===== config.mk =====
export PLATFORM = sky130hd
export DESIGN_NAME = bus_if
export DESIGN_NICKNAME = d
export VERILOG_FILES = /design/src/rtl/bus_if.sv
export SDC_FILE = /design/constraint.sdc
export NUM_CORES = 1
export LEC_CHECK = 0
export ABC_AREA = 1
export CAP_MARGIN = 20
export CORE_MARGIN = 10
export CORE_UTILIZATION = 30
export DETAILED_ROUTE_END_ITERATION = 6
export PLACE_DENSITY = 0.67
export SLEW_MARGIN = 20
export SYNTH_ARGS = -nofsm -noshare
export SYNTH_HDL_FRONTEND = slang
export SYNTH_SLANG_ARGS = --single-unit
export TNS_END_PERCENT = 1

===== constraint.sdc =====
create_clock -name clk -period 2.2 [get_ports clk]
set_input_delay 0.44 -clock clk [delete_from_list [all_inputs] [get_ports clk]]
set_output_delay 0.44 -clock clk [all_outputs]
set_load 0.05 [all_outputs]

===== src/rtl/bus_if.sv =====
// External memory bus interface: captures each core cycle, runs it on the external bus with
// wait states, ack handshake and timeout, and returns read bytes through the DI/DR/D3 chain.
module bus_if #(
    parameter int unsigned WAIT_STATES = 0,
    parameter int unsigned TIMEOUT     = 16
) (
    input  logic        clk,
    input  logic        RST,
    input  logic [23:0] AB,
    input  logic        WE,
    input  logic [7:0]  DO,
    output logic        ready,
    output logic [7:0]  DI,
    output logic [7:0]  DR,
    output logic [7:0]  D3,
    output logic [23:0] ext_addr,
    output logic        ext_req,
    output logic        ext_we,
    output logic [7:0]  ext_dout,
    input  logic [7:0]  ext_din,
    input  logic        ext_ack,
    input  logic        err_clr,
    output logic        bus_err
);

    typedef enum logic {
        IDLE = 1'b0,
        BUSY = 1'b1
    } state_t;

    localparam logic [7:0] WS_INIT = 8'(WAIT_STATES);
    localparam logic [7:0] TO_LAST = 8'(TIMEOUT - 1);
    localparam logic       TO_EN   = (TIMEOUT != 0);

    state_t      state_q, state_d;
    logic [7:0]  wcnt_q, wcnt_d;
    logic [7:0]  tcnt_q, tcnt_d;
    logic [23:0] ext_addr_q, ext_addr_d;
    logic        ext_req_q, ext_req_d;
    logic        ext_we_q, ext_we_d;
    logic [7:0]  ext_dout_q, ext_dout_d;
    logic [7:0]  di_q, di_d;
    logic [7:0]  dr_q, dr_d;
    logic [7:0]  d3_q, d3_d;
    logic        bus_err_q, bus_err_d;
    logic        timeout;

    // tcnt counts ack-eligible cycles only, so the last one is TIMEOUT-1
    assign timeout = TO_EN && (tcnt_q == TO_LAST) && !ext_ack;
    assign ready   = (state_q == IDLE) || ((wcnt_q == 8'd0) && (ext_ack || timeout));

    always_comb begin
        state_d    = state_q;
        wcnt_d     = wcnt_q;
        tcnt_d     = tcnt_q;
        ext_addr_d = ext_addr_q;
        ext_req_d  = ext_req_q;
        ext_we_d   = ext_we_q;
        ext_dout_d = ext_dout_q;
        di_d       = di_q;
        dr_d       = dr_q;
        d3_d       = d3_q;
        // clear first so a timeout in the same cycle overrides it
        bus_err_d  = bus_err_q & ~err_clr;

        if (state_q == BUSY) begin
            if (wcnt_q != 8'd0) begin
                wcnt_d = wcnt_q - 8'd1;
            end else if (ready) begin
                if (!ext_we_q) begin
                    d3_d = dr_q;
                    dr_d = di_q;
                    di_d = timeout ? 8'hFF : ext_din;
                end
                if (timeout) begin
                    bus_err_d = 1'b1;
                end
            end else begin
                tcnt_d = tcnt_q + 8'd1;
            end
        end

        // back-to-back capture: the next request is taken on the completion edge
        if (ready) begin
            ext_addr_d = AB;
            ext_we_d   = WE;
            ext_dout_d = DO;
            ext_req_d  = 1'b1;
            wcnt_d     = WS_INIT;
            tcnt_d     = 8'd0;
            state_d    = BUSY;
        end
    end

    always_ff @(posedge clk) begin
        if (RST) begin
            state_q    <= IDLE;
            wcnt_q     <= 8'd0;
            tcnt_q     <= 8'd0;
            ext_addr_q <= 24'd0;
            ext_req_q  <= 1'b0;
            ext_we_q   <= 1'b0;
            ext_dout_q <= 8'd0;
            di_q       <= 8'd0;
            dr_q       <= 8'd0;
            d3_q       <= 8'd0;
            bus_err_q  <= 1'b0;
        end else begin
            state_q    <= state_d;
            wcnt_q     <= wcnt_d;
            tcnt_q     <= tcnt_d;
            ext_addr_q <= ext_addr_d;
            ext_req_q  <= ext_req_d;
            ext_we_q   <= ext_we_d;
            ext_dout_q <= ext_dout_d;
            di_q       <= di_d;
            dr_q       <= dr_d;
            d3_q       <= d3_d;
            bus_err_q  <= bus_err_d;
        end
    end

    assign DI       = di_q;
    assign DR       = dr_q;
    assign D3       = d3_q;
    assign ext_addr = ext_addr_q;
    assign ext_req  = ext_req_q;
    assign ext_we   = ext_we_q;
    assign ext_dout = ext_dout_q;
    assign bus_err  = bus_err_q;

endmodule


==> results.py <==
metrics = {
    "route": {
        "wire_per_inst_um": 13.5,
        "vias": 3428,
        "drt_iter0_drc": 174,
        "first_pass_iters": 4,
        "route.detailed.drc": 0,
        "ant_nets": 0,
        "viasPerCell": 4.58,
        "routed_wl_um": 10100,
    },
    "logic_synthesis": {
        "synth_seq_cells": 75,
        "yosysMostFrequentCell": "nand2_1",
        "synthArstFlopShare_pct": 0,
        "yosysSeqAreaShare_pct": 41.2,
        "synth_area_per_cell_um2": 7.34,
        "synth_top_cell_area_share_pct": 41.2,
        "synth_nets": 545,
        "syn_inst": 497,
        "synthFlopType": "dfxtp_1",
        "yosysTopAreaCell": "dfxtp_1",
        "synth_cell_types": 31,
        "ys_top_cells_by_count": "nand2_1 (122), nor2_1 (94), dfxtp_1 (75)",
        "synth_top_cells_by_area": "dfxtp_1 (41%), nand2_1 (13%), nor2_1 (9.7%)",
        "synth_edf_count": 0,
        "syn-cell-area_um2": 3650,
        "ys_warn_count": 0,
    },
    "status": {
        "status": "finished clean",
    },
    "timing": {
        "skew_ns": 0.00850,
        "tightest_slew_ns": 0.600,
        "min_period_over_period_pct": 93.3,
        "hold-worst-slack_ns": 0.476,
        "layout_min_cycle_time_ns": 2.05,
        "finalMaxSlewViolations": 0,
        "rsz0062_at_grt": "false",
        "relSlewSlack_pct": 59.8,
        "hold_violations": 0,
        "setup_slack_ns": 0.147,
        "setup_viol": 0,
        "fmax_ghz": 0.487,
        "tns_ns": 0,
    },
    "global_routing": {
        "met2_usage_pct": 18.4,
        "grt_pass1_vias": 3368,
        "antenna_found_initial": 0,
        "gr-usage-met3_pct": 6.82,
        "busiest_layer": "met2",
        "use_met1_pct": 13.6,
        "grt_max_degree": 35,
        "grt_pass1_wl_um": 16400,
        "grt.overflow.total": 0,
        "grt_usage_pct": 11.9,
    },
    "cts": {
        "cts_inserted_buffers": 9,
        "cts_tree": "yes",
        "clk_pin_slew_ns": 0.06,
        "clk_latency_ns": 0.33,
        "numClockSinks": 75,
        "h-tree-depth": 3,
        "cts_buffer_depth": 2,
        "cts-root-buf": "clkbuf_16",
    },
    "place": {
        "hpwl_um": 7450,
        "dpl.cell_count": 732,
        "numPortBuffers": 104,
        "place_congestion": 0.830,
        "post-place-ws_ns": 0.174,
    },
    "pwr": {
        "power_mw": 4.00,
        "p_leak_nw": 2.16,
        "ir_worst_vdd_v": 0.000509,
        "power.density_nw_per_um2": 772,
    },
    "setup_path": {
        "arrival_ns": 1.61,
        "worstPathMaxFanout": 6,
        "worst_setup_path_end_kind": "output pin",
        "worst_r2r_path_depth": 10,
        "cp.required_ns": 1.76,
        "worstSetupPathType": "reg2out",
        "start_kind": "flip-flop",
    },
    "die": {
        "rows": 40,
        "die_w_um": 130,
        "core_area_um2": 12000,
        "num_io_pins": 105,
        "die_area_um2": 17000,
        "die_y_um": 130,
        "start_util_pct": 30.5,
    },
    "finish": {
        "drive_above_1_share_pct": 13.0,
        "n_antenna_cell": 0,
        "final_nets": 644,
        "area_delta_synth_final_pct": 42.1,
        "final_cells": 748,
    },
    "hold_path": {
        "worstHoldPathCells": 2,
        "worstHoldPathType": "reg2reg",
    },
    "job": {
        "drv_cap": 0,
    },
}
final timing paths:
| path | end | from | slack, ns |
|---|---|---|---|
| max | ready | tcnt_q[1]$_SDFFE_PP0P_ | 0.15 |
| min reg2reg | wcnt_q[1]$_SDFFE_PP0P_ | wcnt_q[1]$_SDFFE_PP0P_ | 0.48 |
| max reg2reg | D3[0]$_SDFFE_PP0P_ | tcnt_q[1]$_SDFFE_PP0P_ | 0.34 |
| min | wcnt_q[1]$_SDFFE_PP0P_ | wcnt_q[1]$_SDFFE_PP0P_ | 0.48 |
report_power, final:
| group | total [mW] | internal [mW] | switching, mW | leakage (nW) |
|---|---|---|---|---|
| combinational | 0.804 | 0.301 | 0.503 | 1.37 |
| sequential | 1.48 | 1.43 | 0.0427 | 0.619 |
| clock | 1.72 | 1.14 | 0.583 | 0.173 |
| total | 4.00 | 2.87 | 1.13 | 2.16 |
logic make-up after synthesis:
logic type | count (synthesis) | share of synthesized area (%)
AOI/OAI and AO/OA | 51 | 10.1
adders and majority gates | 3 | 1.03
buffers and inverters | 74 | 9.12
DFF | 75 | 41.2
and+or+nand+nor | 289 | 37.4
xor gates and xnor gates | 5 | 1.20
metrics by stage:
stage / utilization [%] / instance area, um2
6_report: 43.3 / 5180
4_1_cts: 43.3 / 5180
2_1_floorplan: - / 3650
5_1_grt: 43.3 / 5180
3_5_place_dp: 40.4 / 4830
3_3_place_gp: 40.4 / 4830
placed cells by master (no fill, tap or decap), drive strengths merged:
master	count
a21oi	47
buf	14
bufinv	3
clkbuf	10
clkdlybuf4s50	102
clkinv	4
dfxtp	75
ha	3
inv	45
nand2	126
nand3	11
nand3b	33
nand4	19
nor2	98
nor3	1
o21a	1
o21ai	2
o21bai	1
or2	1
xnor2	3
xor2	2
final cells by class:
class,count,area (um2)
clock inverters,6,113
multi-input cells,348,1820
flip-flops and latches,75,1510
fillers,1202,6780
repair buffers,116,1150
inverters,46,173
clock buffers,10,239
well taps,147,184
critical path, cell delays in order, from the launching register on:
cell,delay (ns)
dfxtp_1,0.35
ha_2,0.21
inv_1,0.07
nor2_4,0.14
nand3_4,0.11
nand2_8,0.08
nand2_4,0.08
nand2_2,0.10
buf_12,0.14
repair_timing:
item,4_1_cts,5_1_grt
setup buffers,0,0
setup endpoints to repair,0,1
endpoints found under the hold margin,0,0
resized for setup,0,2
hold buffers,0,0
state kept, by name, indices dropped and copies added (netlist names), 8 cells and up:
signal and count:
DR 8, ext_addr 24, D3 8, wcnt_q 8, ext_dout 8, DI 8, tcnt_q 8
layer usage:
layer  vias to the layer above  part of all wire [%]
met5                         -                     0
met1                      1567                    43
met2                        86                    45
met4                         0                   1.1
li1                       1765                     -
met3                        10                    11
Power figures use the tool's default switching activity.
